--- src/rtl/wr_pps_pkg.sv ---
// Shared state encoding and counter widths for the WR PPS monitor.
package wr_pps_pkg;

  localparam int PERIOD_W = 32;
  localparam int ERR_W    = 16;

  typedef enum logic [1:0] {
    ST_IDLE     = 2'd0,
    ST_ACQUIRE  = 2'd1,
    ST_LOCKED   = 2'd2,
    ST_HOLDOVER = 2'd3
  } pps_state_e;

endpackage

--- src/rtl/wr_sat_counter.sv ---
// Saturating event counter; a same-cycle clear beats an increment.
module wr_sat_counter #(
  parameter int WIDTH = 16
) (
  input  logic             clk_i,
  input  logic             rst_n_i,
  input  logic             inc_i,
  input  logic             clr_i,
  output logic [WIDTH-1:0] count_o
);

  logic [WIDTH-1:0] count_q, count_d;

  always_comb begin
    count_d = count_q;
    if (clr_i)
      count_d = '0;
    else if (inc_i && (count_q != '1))
      count_d = count_q + WIDTH'(1);
  end

  always_ff @(posedge clk_i or negedge rst_n_i) begin
    if (!rst_n_i) count_q <= '0;
    else          count_q <= count_d;
  end

  assign count_o = count_q;

endmodule

--- src/rtl/wr_pps_monitor.sv ---
// WR PPS consumer: period check, lock tracking, clean PPS regeneration.
// Define WR_PPS_HOLDOVER_EN to flywheel through PPS dropouts after lock.
module wr_pps_monitor
  import wr_pps_pkg::*;
#(
  parameter int CLK_FREQ_HZ  = 62500000,
  parameter int TOL_CLKS     = 16,
  parameter int LOCK_COUNT   = 3,
  parameter int HOLDOVER_MAX = 10
) (
  input  logic                clk_sys_i,
  input  logic                rst_n_i,
  input  logic                pps_i,
  input  logic                clear_i,
  output logic                pps_o,
  output logic                locked_o,
  output logic                holdover_o,
  output logic [1:0]          state_o,
  output logic [PERIOD_W-1:0] period_o,
  output logic [PERIOD_W-1:0] pps_count_o,
  output logic [ERR_W-1:0]    missing_count_o,
  output logic [ERR_W-1:0]    glitch_count_o
);

  localparam logic [PERIOD_W-1:0] WIN_LO   = PERIOD_W'(CLK_FREQ_HZ - TOL_CLKS);
  localparam logic [PERIOD_W-1:0] WIN_HI   = PERIOD_W'(CLK_FREQ_HZ + TOL_CLKS);
  // One small counter width serves both the lock and the holdover tallies.
  localparam int SM_MAX = (LOCK_COUNT > HOLDOVER_MAX) ? LOCK_COUNT : HOLDOVER_MAX;
  localparam int SM_W   = $clog2(SM_MAX + 1);
  localparam logic [SM_W-1:0] GOOD_TGT = SM_W'(LOCK_COUNT);

  pps_state_e          state_q, state_d;
  logic                pps_d_q;
  logic [PERIOD_W-1:0] cnt_q, cnt_d;
  logic [PERIOD_W-1:0] period_q, period_d;
  logic [PERIOD_W-1:0] ppscnt_q;
  logic [SM_W-1:0]     good_q, good_d, good_inc;
  logic                pulse_q, pulse_d;
  logic                miss_inc, glitch_inc;
  logic                rise, timeout, in_win;
  logic [PERIOD_W-1:0] meas;

`ifdef WR_PPS_HOLDOVER_EN
  localparam logic [PERIOD_W-1:0] HO_LOAD  = PERIOD_W'(TOL_CLKS + 1);
  localparam logic [PERIOD_W-1:0] FLY_LAST = PERIOD_W'(CLK_FREQ_HZ - 1);
  localparam logic [SM_W-1:0]     HO_TGT   = SM_W'(HOLDOVER_MAX);
  logic [SM_W-1:0] ho_q, ho_d, ho_inc;
  assign ho_inc = ho_q + SM_W'(1);
`endif

  assign rise     = pps_i & ~pps_d_q;
  assign meas     = cnt_q + PERIOD_W'(1);
  assign timeout  = (cnt_q == WIN_HI);
  assign in_win   = (meas >= WIN_LO) && (meas <= WIN_HI);
  assign good_inc = good_q + SM_W'(1);

  always_comb begin
    state_d    = state_q;
    cnt_d      = (cnt_q == '1) ? cnt_q : cnt_q + PERIOD_W'(1);
    good_d     = good_q;
    period_d   = period_q;
    pulse_d    = 1'b0;
    miss_inc   = 1'b0;
    glitch_inc = 1'b0;
`ifdef WR_PPS_HOLDOVER_EN
    ho_d       = ho_q;
`endif
    case (state_q)
      ST_IDLE: begin
        if (rise) begin
          state_d = ST_ACQUIRE;
          cnt_d   = '0;
          good_d  = '0;
        end
      end
      // Timeout is tested first so a rise on the timeout cycle is dropped.
      ST_ACQUIRE: begin
        if (timeout) begin
          state_d  = ST_IDLE;
          miss_inc = 1'b1;
        end else if (rise) begin
          period_d = meas;
          cnt_d    = '0;
          if (in_win) begin
            good_d = good_inc;
            if (good_inc >= GOOD_TGT) begin
              state_d = ST_LOCKED;
              pulse_d = 1'b1;
            end
          end else begin
            good_d = '0;
          end
        end
      end
      ST_LOCKED: begin
        if (timeout) begin
          miss_inc = 1'b1;
`ifdef WR_PPS_HOLDOVER_EN
          // Reload so the flywheel wraps on the nominal edge positions.
          state_d = ST_HOLDOVER;
          cnt_d   = HO_LOAD;
          ho_d    = '0;
`else
          state_d = ST_IDLE;
`endif
        end else if (rise) begin
          if (in_win) begin
            pulse_d  = 1'b1;
            period_d = meas;
            cnt_d    = '0;
          end else begin
            glitch_inc = 1'b1;
          end
        end
      end
`ifdef WR_PPS_HOLDOVER_EN
      ST_HOLDOVER: begin
        if (rise) begin
          state_d = ST_ACQUIRE;
          cnt_d   = '0;
          good_d  = '0;
        end else if (cnt_q == FLY_LAST) begin
          cnt_d   = '0;
          pulse_d = 1'b1;
          ho_d    = ho_inc;
          if (ho_inc >= HO_TGT) state_d = ST_IDLE;
        end
      end
`endif
      default: state_d = ST_IDLE;
    endcase
  end

  always_ff @(posedge clk_sys_i or negedge rst_n_i) begin
    if (!rst_n_i) begin
      state_q  <= ST_IDLE;
      pps_d_q  <= 1'b0;
      cnt_q    <= '0;
      good_q   <= '0;
      period_q <= '0;
      pulse_q  <= 1'b0;
      ppscnt_q <= '0;
`ifdef WR_PPS_HOLDOVER_EN
      ho_q     <= '0;
`endif
    end else begin
      state_q  <= state_d;
      pps_d_q  <= pps_i;
      cnt_q    <= cnt_d;
      good_q   <= good_d;
      period_q <= period_d;
      pulse_q  <= pulse_d;
`ifdef WR_PPS_HOLDOVER_EN
      ho_q     <= ho_d;
`endif
      if (clear_i)      ppscnt_q <= '0;
      else if (pulse_d) ppscnt_q <= ppscnt_q + PERIOD_W'(1);
    end
  end

  wr_sat_counter #(.WIDTH(ERR_W)) u_missing (
    .clk_i   (clk_sys_i),
    .rst_n_i (rst_n_i),
    .inc_i   (miss_inc),
    .clr_i   (clear_i),
    .count_o (missing_count_o)
  );

  wr_sat_counter #(.WIDTH(ERR_W)) u_glitch (
    .clk_i   (clk_sys_i),
    .rst_n_i (rst_n_i),
    .inc_i   (glitch_inc),
    .clr_i   (clear_i),
    .count_o (glitch_count_o)
  );

  assign pps_o       = pulse_q;
  assign state_o     = state_q;
  assign locked_o    = (state_q == ST_LOCKED);
`ifdef WR_PPS_HOLDOVER_EN
  assign holdover_o  = (state_q == ST_HOLDOVER);
`else
  assign holdover_o  = 1'b0;
`endif
  assign period_o    = period_q;
  assign pps_count_o = ppscnt_q;

endmodule
--- config.mk ---
export PLATFORM = sky130hd
export DESIGN_NAME = wr_pps_monitor
export DESIGN_NICKNAME = d
export VERILOG_FILES = /design/src/rtl/wr_pps_pkg.sv /design/src/rtl/wr_sat_counter.sv /design/src/rtl/wr_pps_monitor.sv
export SDC_FILE = /design/constraint.sdc
export NUM_CORES = 1
export LEC_CHECK = 0
export BUFFER_PORTS_ARGS = -buffer_cell sky130_fd_sc_hd__buf_2
export CAP_MARGIN = 20
export CELL_PAD_IN_SITES_DETAIL_PLACEMENT = 0
export CELL_PAD_IN_SITES_GLOBAL_PLACEMENT = 1
export CORE_AREA = 3 3 136 138
export CTS_CLUSTER_DIAMETER = 80
export DETAILED_ROUTE_END_ITERATION = 12
export DIE_AREA = 0 0 139 141
export PLACE_DENSITY_LB_ADDON = 0.15
export SLEW_MARGIN = 20
export SYNTH_ARGS = -nofsm -noshare
export SYNTH_HDL_FRONTEND = slang
export SYNTH_SLANG_ARGS = --single-unit
--- constraint.sdc ---
create_clock -name clk_sys_i -period 4.27 [get_ports clk_sys_i]
set_input_delay 0 -clock clk_sys_i [delete_from_list [all_inputs] [get_ports clk_sys_i]]
set_output_delay 0 -clock clk_sys_i [all_outputs]
set_load 0.02 [all_outputs]
Yosys cells after proc, flatten, opt, wreduce, memory -nomap -nowiden
Cells that the tools add are included.

Bits in latches: 0. ROM bits: 0. Memories kept: 0. Logic and storage cells: 93. Output and inout bits: 101. Input port bits: 4. Bits in registers: 136. RAM bits: 0.

Equal/unequal tests: 16. Mux-type cells: 45. Shifts and indexed selects: 0. Reductions and logical operators: 13. $add $sub $neg: 5. Order comparisons: 3. $mul: 0. Bitwise gates (word level): 2. Divide/modulo/power cells: 0.

Operator list (count): $mux W32 (13); $pmux W32 S3 (1); $add A32 B1 Y32 const B (2); $mux W16 (4); $pmux W32 S2 (1); $add A16 B1 Y16 const B (2); $eq A32 B26 Y1 const B (1); $eq A32 B32 Y1 const B (1); $ge A32 B26 Y1 const B (1); $le A32 B26 Y1 const B (1); $ne A16 B16 Y1 const B (2); $mux W4 (4); $mux W1 (13); $mux W2 (6); $reduce_bool A2 Y1 (5); $ne A3 B3 Y1 const B (3); $ne A2 B2 Y1 const B (4); $pmux W4 S2 (1); $ne A2 B1 Y1 const B (3); $pmux W2 S3 (1); $reduce_and A6 Y1 (1); $reduce_and A5 Y1 (1); $add A4 B1 Y4 const B (1); $ge A4 B2 Y1 const B (1); other kinds (9) (11).

Depth between registers and ports, before layout
Gate-level depths: netlist (run 1).

Depth after elaboration: 10. Depth in mapped cells: 15. Mapped depth without buffers: 11.

Modules after synthesis
Synthesis (run 1) repeated with hierarchy kept, for this count alone.

Cell total of the unflattened synthesis: 802. Area, all modules: 7728.7 sq um.

Modules (own cells, without submodules): wr_pps_monitor (cells an instance 610, instances 1, area each 5855.6 sq um, seq. area each 2602.5 sq um); wr_sat_counter (u_glitch) (cells an instance 98, instances 1, area each 942.2 sq um, seq. area each 400.4 sq um); wr_sat_counter (u_missing) (cells an instance 94, instances 1, area each 930.9 sq um, seq. area each 400.4 sq um).

Least setup slack after synthesis (run 1)
No wires, ideal clock.

Kind: flip-flop to flip-flop. From: reg cnt_q[0]. To: reg ppscnt_q[22] (netlist: pps_count_o[22]). Setup slack: 795 ps. Stages on the path, launching flop included: 13. Arrival time: 3348 ps. Setup time: 127 ps. Cells stage by stage: dfrtp_1 > ha_1 > nand3_4 > nor4_1 > nand3_1 > xnor2_1 > or4_1 > nor4_2 > a21boi_4 > and3_1 > buf_4 > and3_1 > mux2_1.

Word-level cells in the longest chain between the ends: 8. Elaborated cells on any way between the ends: 13. Those cells by class: add/sub (1); order compare (2); eq/ne (1); mux (7); reduce/logical (2).

RTL lines: start: declaration (line wr_pps_monitor.sv:34) `logic [PERIOD_W-1:0] cnt_q, cnt_d;`; start signal: assignment (line wr_pps_monitor.sv:149) `cnt_q <= cnt_d;`; $add A32 B1 Y32 (line wr_pps_monitor.sv:52) `assign meas = cnt_q + PERIOD_W'(1);`; $ge A32 B26 Y1 or $le A32 B26 Y1 (tied branches) (line wr_pps_monitor.sv:54) `assign in_win = (meas >= WIN_LO) && (meas <= WIN_HI);`; $logic_and A1 B1 Y1 (line wr_pps_monitor.sv:54); $mux W1, on equally long branches (line wr_pps_monitor.sv:107, wr_pps_monitor.sv:84); $mux W1, on equally long branches (line wr_pps_monitor.sv:106, wr_pps_monitor.sv:81); $mux W1, on equally long branches (line wr_pps_monitor.sv:96, wr_pps_monitor.sv:78); $pmux W1 S2 * (line wr_pps_monitor.sv:68) `case (state_q)`; $reduce_bool A2 Y1 (no line) *; end signal: assignment (line wr_pps_monitor.sv:157) `else if (pulse_d) ppscnt_q <= ppscnt_q + PERIOD_W'(1);`; end: declaration (line wr_pps_monitor.sv:36) `logic [PERIOD_W-1:0] ppscnt_q;`.

Every way passes the cells marked *; elsewhere a longest branch is shown, timed or not. A chain may end at the register's enable or synchronous reset.

Worst setup path in the final report (run 1)
From: reg cnt_q[1]. To: reg ppscnt_q[22] (netlist: pps_count_o[22]).

The elaborated chain is that of the path after synthesis.

==> metrics.txt, run 1 <==
status=finished clean; Hold Vio Cnt, Final=0; antenna violations before repair=0; Max-slew headroom=35.98%; Via Count=6,562; critical path class=flop to flop; most frequent cells in the layout=dfrtp_1 (136), nor2_1 (108), buf_2 (102); CTS Root Cell=clkbuf_16; Cell Area, Synth=7800 um2; most used flip-flop cell after synthesis=dfrtp_1; Clock Latency Late Sink=0.42 ns; pre-CTS WS=0.2500 ns; antenna-violating nets left=0; Power Total=2863 uW; worst r2r src=cnt_q[1]$_DFF_PN0_; crit path launch type=flop; clock sink total=136; Min Clock Period, post-route=3.991 ns; Total Neg Setup Slack=0 ns; post-synthesis sequential area ratio=43.63%; worst-path fanout max=9; reg-to-reg slack, setup=0.28 ns; Starting Density=45.10%; Setup Buffers After CTS=0; CTS tree=built; Seq. cell area=3403 um2; Leak=0.004359 uW; hold_ws=0.2208 ns; period utilization=93.46%; unrepaired setup endpoints after global routing=no; CTS H-tree depth=4; layout cell share with drive strength beyond 1=21.25%; critical path arrival=4.29 ns; Mapped Nets=857; CTS Buf Count=17; WL final=21,280 um; ant diodes=0; chip height=141 um; reg2reg path depth=12; Req. time, crit path=4.57 ns; I/O pins=105; HPWL Detailed=15,350 um; Yosys cell types=78; Vias/cell=5.604; Seq cells post-synth=136; Reg2Reg Capture Point=pps_count_o[22]$_DFFE_PN0P_; CP Launch Point=cnt_q[1]$_DFF_PN0_; hold path startpoint=clear_i; most common cell after layout, fill and taps aside=dfrtp_1; worst slew pin tran=0.9602 ns; Max Cap Violations=0; skew final=0.01809 ns; # setup viols final=0; gr usage total=22.46%; Remaining DRCs=0; die area=19,600 um2; fin. max-slew vios=0; vias in the first global route=6,772; worst hold path cell count=3; First DRT Iteration DRCs=431; pin count of the biggest net entering global routing=104; FILL cells=1,637; async set or reset register ratio after synthesis=100.0%; area delta synth->final=17.08%; Max Freq=0.2506 GHz; Crit. End Element=flop; die width=139 um; RePlAce Congestion=0.9349; maximum VDD drop=0.2813 mV; DP Area=8502 um2; Clock transition at path regs=0.06 ns; FP Rows=48; first-pass GRT wire length=35,950 um; clk buf depth=2; post-route cell area=9133 um2; Syn Inst Count=841; hold crit path type=input pin to flop; IO Port Bufs=103; Yosys warning total=0; DR pass1 iterations=5; setup slack after layout=0.2793 ns; routed len/inst=18.17 um; Post-synth EDFFs=0; total core area=17,300 um2; final-stage net count=950; Syn Area/Cell=9.275 um2; remaining global-route overflow=0; area occupied by multi-input gates=4023 um2; worst hold path endpoint=pps_count_o[27]$_DFFE_PN0P_; Power per Cell Area=313.5 nW/um2
worst max path at each step:
stage / end / slack [ns] / depth (start not counted)
final: pps_count_o[22]$_DFFE_PN0P_ / 0.28 / 12
after global routing: pps_count_o[22]$_DFFE_PN0P_ / 0.01 / 12
after global placement: pps_count_o[24]$_DFFE_PN0P_ / 0.29 / 12
after CTS: pps_count_o[22]$_DFFE_PN0P_ / 0.23 / 12
after detailed placement: pps_count_o[22]$_DFFE_PN0P_ / 0.25 / 12
after floorplan: pps_count_o[22]$_DFFE_PN0P_ / 0.79 / 12
sequential cells by signal, summed over array words and instances (netlist names):
signal             cells
good_q                 4
pps_d_q                1
pps_count_o           32
u_missing.count_o     16
state_o                2
pps_o                  1
u_glitch.count_o      16
period_o              32
cnt_q                 32
where the power goes:
group / internal (uW) / total, uW / switching, uW
Sequential: 1290 / 1290 / 2.06
Clock: 947 / 1510 / 566
Combinational: 9.18 / 56.5 / 47.3
layout make-up:
type                       count  area share (%)
timing repair buffer         122           7.604
clock buffer                  20           5.001
clock inverter                11           1.603
multi-input combinational    623           44.05
inverter                      34           1.397
sequential                   136           37.27
tap                          225           3.083
critical path, cell delays in order (launching register included):
cell      delay [ns]
dfrtp_1         0.46
ha_1            0.34
nand3_4         0.17
nor4_2          0.36
buf_4           0.19
nand3_1         0.08
xnor2_1         0.24
or4_1           0.56
nor4_2          0.29
a21boi_4        0.35
and3_1          0.31
and3_1          0.20
mux2_1          0.33
kinds of logic after synthesis:
kind of cell	Yosys count	synth area share [%]
XOR/XNOR	65	7.299
adder cells (fa/ha/maj)	12	1.925
AND/OR/NAND/NOR	390	26.98
AO/OA/AOI/OAI	118	9.866
other	1	0.04808
buffers and inverters	82	5.069
multiplexers	37	5.181
flip-flops	136	43.63
layer usage:
| metal | vias to the layer above | GRT usage (%) | wire, um | share of wire (%) |
|---|---|---|---|---|
| met5 | - | 0 | 0 | 0 |
| met4 | 0 | 7.518 | 503 | 2.4 |
| met3 | 34 | 4.545 | 918 | 4.3 |
| met2 | 168 | 36.21 | 10130 | 48 |
| met1 | 3226 | 30.47 | 9731 | 46 |
| li1 | 3134 | - | - | - |
cell usage after synthesis (21+ instances only):
cell | count | area, um2
dfrtp_1 | 136 | 3403
nor2_1 | 109 | 409.1
nand2_1 | 52 | 195.2
a21oi_1 | 46 | 230.2
nand3_1 | 39 | 195.2
nand4_1 | 38 | 237.7
xor2_1 | 35 | 306.5
inv_1 | 34 | 127.6
xnor2_1 | 30 | 262.8
and3_1 | 29 | 181.4
nor3_1 | 24 | 120.1
mux2_2 | 21 | 236.5
repair_timing:
item,in CTS,in global routing
hold buffers,2,0
hold endpoints to repair,103,0
gates resized for setup,0,2
setup endpoints to repair,0,6
stage by stage:
| step | std cells | util [%] |
|---|---|---|
| 2_1_floorplan | 841 | - |
| 3_3_place_gp | 1138 | 49.14 |
| 3_5_place_dp | 1138 | 49.15 |
| 4_1_cts | 1171 | 52.76 |
| 5_1_grt | 1171 | 52.80 |
| 6_report | 1171 | 52.80 |
Note: power is estimated with default switching activity, not from simulation.
==> run 2, diff against run 1 <==
- SETUP_SLACK_MARGIN: not set -> 0.4
==> run 2 against run 1 <==
Net effect: sequential power hardly changed; sequential share of layout area is 0.43 points lower; register-to-register slack better by 0.27 ns; first-iteration DRC count is 0.46% higher; global-route usage hardly changed; highest routed layer unchanged; via count is 1.7% higher; routed wire length is 0.55% higher; worst setup slack better by 0.27 ns; die area stayed put.
==> metrics.txt, run 2 (synthesis gave the netlist of run 1 again) <==
status=finished clean; period utilization=87.09% (-6.4 points); most frequent cells in the layout=dfrtp_1 (130), nor2_1 (108), buf_2 (102); reg2reg path depth=12 (unchanged); most common cell after layout, fill and taps aside=dfrtp_1; Remaining DRCs=0 (unchanged); clock sink total=136 (unchanged); skew final=0.01560 ns (-0.002485 ns); Psw=618.7 uW (+0.52%); Flop pwr share=45.1% (about the same); Max Cap Violations=0 (unchanged); antenna violations before repair=0 (unchanged); first-pass GRT wire length=36,010 um (+0.17%); Crit. End Element=flop; worst-path fanout max=9 (unchanged); Power per Cell Area=309.6 nW/um2 (-1.2%); CTS H-tree depth=4 (unchanged); remaining global-route overflow=0 (unchanged); CTS Root Cell=clkbuf_16; Min Clock Period, post-route=3.719 ns (-0.2719 ns); critical path, cell by cell=ha_4, nand3_4, nor4_2, buf_4, nand3_1, xnor2_1, or4_1, nor4_4, a21boi_4, and3_4, and3_1, mux2_1; Max Freq=0.2689 GHz (+7.3%); critical path class=flop to flop; clk buf depth=2 (unchanged); CTS tree=built; internal power component=2248 uW (about the same); antenna-violating nets left=0 (unchanged); Via Count=6,672 (+1.7%); IO Port Bufs=103 (unchanged); First DRT Iteration DRCs=433 (+0.46%); HPWL Detailed=15,350 um (unchanged); pre-CTS WS=0.2500 ns (unchanged); crit path launch type=flop; WL final=21,400 um (+0.55%); final-stage net count=958 (+0.84%); chip height=141 um (unchanged); switching part of the total=21.59% (+0.086 points); unrepaired setup endpoints after global routing=yes; critical path arrival=4.02 ns (-0.27 ns); reg-to-reg slack, setup=0.55 ns (+0.27 ns); worst r2r src=cnt_q[0]$_DFF_PN0_; Clock Latency Late Sink=0.42 ns (about the same); RePlAce Congestion=0.9349 (unchanged); FP Rows=48 (unchanged); pin count of the biggest net entering global routing=104 (unchanged); gr usage total=22.48% (+0.029 points); worst stage delay on the critical path=0.60 ns (+0.04 ns); Starting Density=45.10% (unchanged); die width=139 um (unchanged); ant diodes=0 (unchanged); # setup viols final=0 (unchanged); CP Launch Point=cnt_q[0]$_DFF_PN0_; I/O pins=105 (unchanged); Max-slew headroom=36.20% (+0.21 points); layout cell share with drive strength beyond 1=23.17% (+1.9 points); Req. time, crit path=4.58 ns (about the same); die area=19,600 um2 (unchanged); vias in the first global route=6,779 (+0.10%); Hold Vio Cnt, Final=0 (unchanged); CP max-delay cell=or4_1; Comb pwr share=2.0% (about the same); worst slew pin tran=0.9571 ns (-0.003172 ns); Reg2Reg Capture Point=pps_count_o[22]$_DFFE_PN0P_; maximum VDD drop=0.2843 mV (+1.1%); Worst setup endpoint=pps_count_o[22]$_DFFE_PN0P_; DR pass1 iterations=4 (-1); CTS Buf Count=17 (unchanged); Total Neg Setup Slack=0 ns (unchanged); area delta synth->final=18.70%; Final Util=53.53% (+0.73 points); fin. max-slew vios=0 (unchanged); routed len/inst=18.15 um (-0.13%); Clock transition at path regs=0.06 ns (about the same); total core area=17,300 um2 (unchanged); Leak=0.004436 uW (+1.8%); hold crit path type=input pin to flop; setup slack after layout=0.5511 ns (+0.2719 ns); clock share of power=52.9% (about the same); Vias/cell=5.659 (+0.99%)
[run 2: cell types whose count changed in the layout (fill, tap and decap cells not counted), moves of 2 or more]
cell     previous run  this run
dfrtp_1           136       130
and3_1             28        26
buf_4              15        22
dfrtp_2             0         6
[run 2: worst min-delay path by stage]
| stage | startpoint | endpoint | slack, ns | cells after the start |
|---|---|---|---|---|
| final | clear_i | pps_count_o[15]$_DFFE_PN0P_ | 0.22 | 3 |
| after global routing | clear_i | pps_count_o[12]$_DFFE_PN0P_ | 0.26 | 3 |
| after CTS | clear_i | pps_count_o[15]$_DFFE_PN0P_ | 0.22 | 3 |
| after detailed placement | pps_i | pps_d_q$_DFF_PN0_ | 0.14 | 1 |
| after global placement | pps_i | pps_d_q$_DFF_PN0_ | 0.13 | 1 |
| after floorplan | rst_n_i | cnt_q[0]$_DFF_PN0_ | -0.30 | 0 |
[run 2: repair_timing]
item | 4_1_cts | 5_1_grt
setup buffers | 0 | 8
pin swaps | 0 | 2
hold endpoints to repair | 103 | 0
resized for setup | 4 | 15
endpoints found under the setup margin | 45 | 85
hold buffers | 2 | 0
gates cloned | 0 | 0
[run 2: layer usage]
metal  wire length (um)  global-route usage [%]
met1               9640                   30.56
met2              10210                   36.21
met3               1088                   4.545
met4                458                   7.518
met5                  0                       0
[run 2: layout make-up]
class,count,area [um2]
fill,1618,8038
multi-input combinational,623,4078
sequential,136,3411
timing repair buffer,130,758.2
clock buffer,20,456.7
tap,225,281.5
clock inverter,11,146.4
inverter,34,127.6
[run 2: metrics by stage]
step                instances  area, um2  power (uW)  hold slack [ns]
finish                   1179       9259        2866           0.2153
global route             1179       9259        2977           0.2614
CTS                      1171       9136        2898           0.2227
detailed placement       1138       8502        1373           0.1397
global placement         1138       8499        1371           0.1343
floorplan                 841       7800        1338          -0.2956
[run 2: power by group through the flow]
stage / Sequential [uW] / Combinational [uW] / Clock, uW
CTS: 1290 / 58.9 / 1550
global placement: 1320 / 55.1 / 0
global route: 1290 / 65.9 / 1620
floorplan: 1320 / 20.5 / 0
detailed placement: 1320 / 57.2 / 0
finish: 1290 / 56.7 / 1520
[run 2: critical path: cells and delay by family, from the launching register on]
family / cells / cell delay [ns]
multiplexers: 1 / 0.33
AND/OR/NAND/NOR: 7 / 1.90
flip-flops: 1 / 0.43
adder cells (fa/ha/maj): 1 / 0.19
AO/OA/AOI/OAI: 1 / 0.35
XOR/XNOR: 1 / 0.21
buffers and inverters: 1 / 0.19
==> run 3, diff against run 2 <==
- PLACE_DENSITY_LB_ADDON: 0.15 -> 0.1
==> run 3 against run 2 <==
Net effect: count of clock-buffer cells in the layout fell by 1; die area did not move; utilization rose by 0.23 points; design area rose by 0.43%; sequential power barely moved; clock skew fell by 0.0011 ns; worst setup slack improved by 0.025 ns; non-clock buffer count rose by 4; register-to-register slack improved by 0.02 ns; clock power fell by 3%; global-route usage fell by 0.62 points; first-iteration DRC count fell by 6.5%; critical endpoint unchanged; highest routed layer unchanged.
==> metrics.txt, run 3 (synthesis gave the netlist of run 1 again) <==
skew final=0.01452 ns (-0.001087 ns); worst r2r src=cnt_q[21]$_DFF_PN0_; worst stage delay on the critical path=0.54 ns (-0.06 ns); HPWL Detailed=15,370 um (+0.13%); vias in the first global route=6,432 (-5.1%); CTS Root Cell=clkbuf_16; hold crit path type=input pin to asynchronous set/reset pin; crit path launch type=flop; layout cell share with drive strength beyond 1=23.36% (+0.19 points); fin. max-slew vios=0 (unchanged); routed len/inst=18.01 um (-0.74%); RePlAce Congestion=0.9116 (-2.5%); gr usage total=21.86% (-0.62 points); total core area=17,300 um2 (unchanged); Max Freq=0.2707 GHz (+0.66%); critical path arrival=3.99 ns (-0.03 ns); Final Util=53.76% (+0.23 points); CTS H-tree depth=4 (unchanged); First DRT Iteration DRCs=405 (-6.5%); antenna-violating nets left=0 (unchanged); reg2reg path depth=10 (-2); first-pass GRT wire length=34,820 um (-3.3%); ant diodes=0 (unchanged); DR pass1 iterations=5 (+1); status=finished clean; CP max-delay cell=dfrtp_1; maximum VDD drop=0.2749 mV (-3.3%); Max-slew headroom=43.92% (+7.7 points); unrepaired setup endpoints after global routing=no; chip height=141 um (unchanged); most frequent cells in the layout=dfrtp_1 (133), nor2_1 (108), buf_2 (102); most common cell after layout, fill and taps aside=dfrtp_1; Buf/Inv on CP=0 (-1); FP Rows=48 (unchanged); Hold Vio Cnt, Final=0 (unchanged); Starting Density=45.10% (unchanged); clk buf depth=2 (unchanged); Crit path max-delay family=simple AND/OR/NAND/NOR gates; Max Cap Violations=0 (unchanged); Power per Cell Area=304.6 nW/um2 (-1.6%); Req. time, crit path=4.57 ns (about the same); period utilization=86.52% (-0.57 points); die width=139 um (unchanged); IO Port Bufs=103 (unchanged); Clock Latency Late Sink=0.42 ns (about the same); # setup viols final=0 (unchanged); reg-to-reg slack, setup=0.58 ns (+0.02 ns); area delta synth->final=19.22%; CTS Buf Count=17 (unchanged); Clock transition at path regs=0.06 ns (about the same); critical path, cell by cell=nand3_1, nor4_1, nand3b_1, xnor2_1, or4_4, nor4_4, a21boi_4, and3_4, and3_1, mux2_1; Via Count=6,627 (-0.67%); worst-path fanout max=7 (-2); Remaining DRCs=0 (unchanged); FILL cells=1,587 (-1.9%); worst slew pin tran=0.8412 ns (-0.1159 ns); CTS tree=built; I/O pins=105 (unchanged); clock sink total=136 (unchanged); Leak=0.004470 uW (+0.77%); WL final=21,330 um (-0.32%); Crit. End Element=flop; Reg2Reg Capture Point=pps_count_o[22]$_DFFE_PN0P_; remaining global-route overflow=0 (unchanged); die area=19,600 um2 (unchanged); Total Neg Setup Slack=0 ns (unchanged); antenna violations before repair=0 (unchanged); Min Clock Period, post-route=3.694 ns (-0.02454 ns); Vias/cell=5.597 (-1.1%); Seq. cell area=3407 um2 (-0.11%); critical path class=flop to flop; final-stage net count=962 (+0.42%); pin count of the biggest net entering global routing=71 (-32%); area occupied by multi-input gates=4084 um2 (+0.15%)
==> run 3: cell types whose count changed in the layout (fill, tap and decap cells not counted), moves of 2 or more <==
cell and delta:
dfrtp_2 -3, inv_6 +2, buf_4 +2, dfrtp_1 +3
nor4_2 -2
==> run 3: worst max-delay path by stage <==
stage                        start                     endpoint  slack [ns]  cells after the start
4_1_cts         cnt_q[1]$_DFF_PN0_  pps_count_o[24]$_DFFE_PN0P_        0.42                     12
3_3_place_gp    cnt_q[1]$_DFF_PN0_  pps_count_o[22]$_DFFE_PN0P_        0.25                     12
5_1_grt         cnt_q[4]$_DFF_PN0_  pps_count_o[24]$_DFFE_PN0P_        0.40                     10
2_1_floorplan   cnt_q[0]$_DFF_PN0_  pps_count_o[22]$_DFFE_PN0P_        0.79                     12
3_5_place_dp    cnt_q[1]$_DFF_PN0_  pps_count_o[24]$_DFFE_PN0P_        0.18                     12
6_report       cnt_q[21]$_DFF_PN0_  pps_count_o[22]$_DFFE_PN0P_        0.58                     10
==> run 3: final cells by class <==
type | instances | share of cell area [%]
clock buffers | 19 | 4.871
repair buffers | 134 | 8.652
clock inverters | 13 | 1.520
inverters | 34 | 1.372
flip-flops and latches | 136 | 36.64
well taps | 225 | 3.027
multi-input cells | 623 | 43.92
==> run 3: per-layer routing <==
layer	GRT usage, %	part of all wire, %	up-vias
met5	0	0	-
met4	6.231	1.4	0
met3	4.681	4.9	26
met2	33.83	46	164
met1	31.18	48	3264
li1	-	-	3173
==> run 3: power by group <==
group,switching [uW],internal (uW)
sequential,1.71,1290
clock,586,895
combinational,47.7,11.1
==> run 3: timing repair <==
| item | 4_1_cts | 5_1_grt |
|---|---|---|
| hold endpoints to repair | 51 | 0 |
| resized for setup | 4 | 14 |
| setup endpoints to repair | 62 | 90 |
| buffers inserted | 0 | 6 |
| hold buffers | 2 | 0 |
| pin swaps | 0 | 3 |
==> run 3: worst reg2reg max path, stage by stage (launching register included) <==
cell      delay [ns]
dfrtp_1         0.54
nand3_1         0.29
nor4_1          0.47
nand3b_1        0.18
xnor2_1         0.25
or4_4           0.47
nor4_4          0.27
a21boi_4        0.35
and3_4          0.27
and3_1          0.16
mux2_1          0.32
==> run 3: stage by stage <==
stage	hold slack [ns]	total power [uW]	std cells	setup slack [ns]	instance area (um2)
5_1_grt	0.1440	2934	1184	0.3995	9299
2_1_floorplan	-0.2956	1338	841	0.7948	7800
3_3_place_gp	-0.02616	1374	1144	0.2524	8557
4_1_cts	0.1053	2867	1178	0.4188	9190
3_5_place_dp	-0.01613	1376	1144	0.1773	8557
6_report	0.09139	2832	1184	0.5756	9299
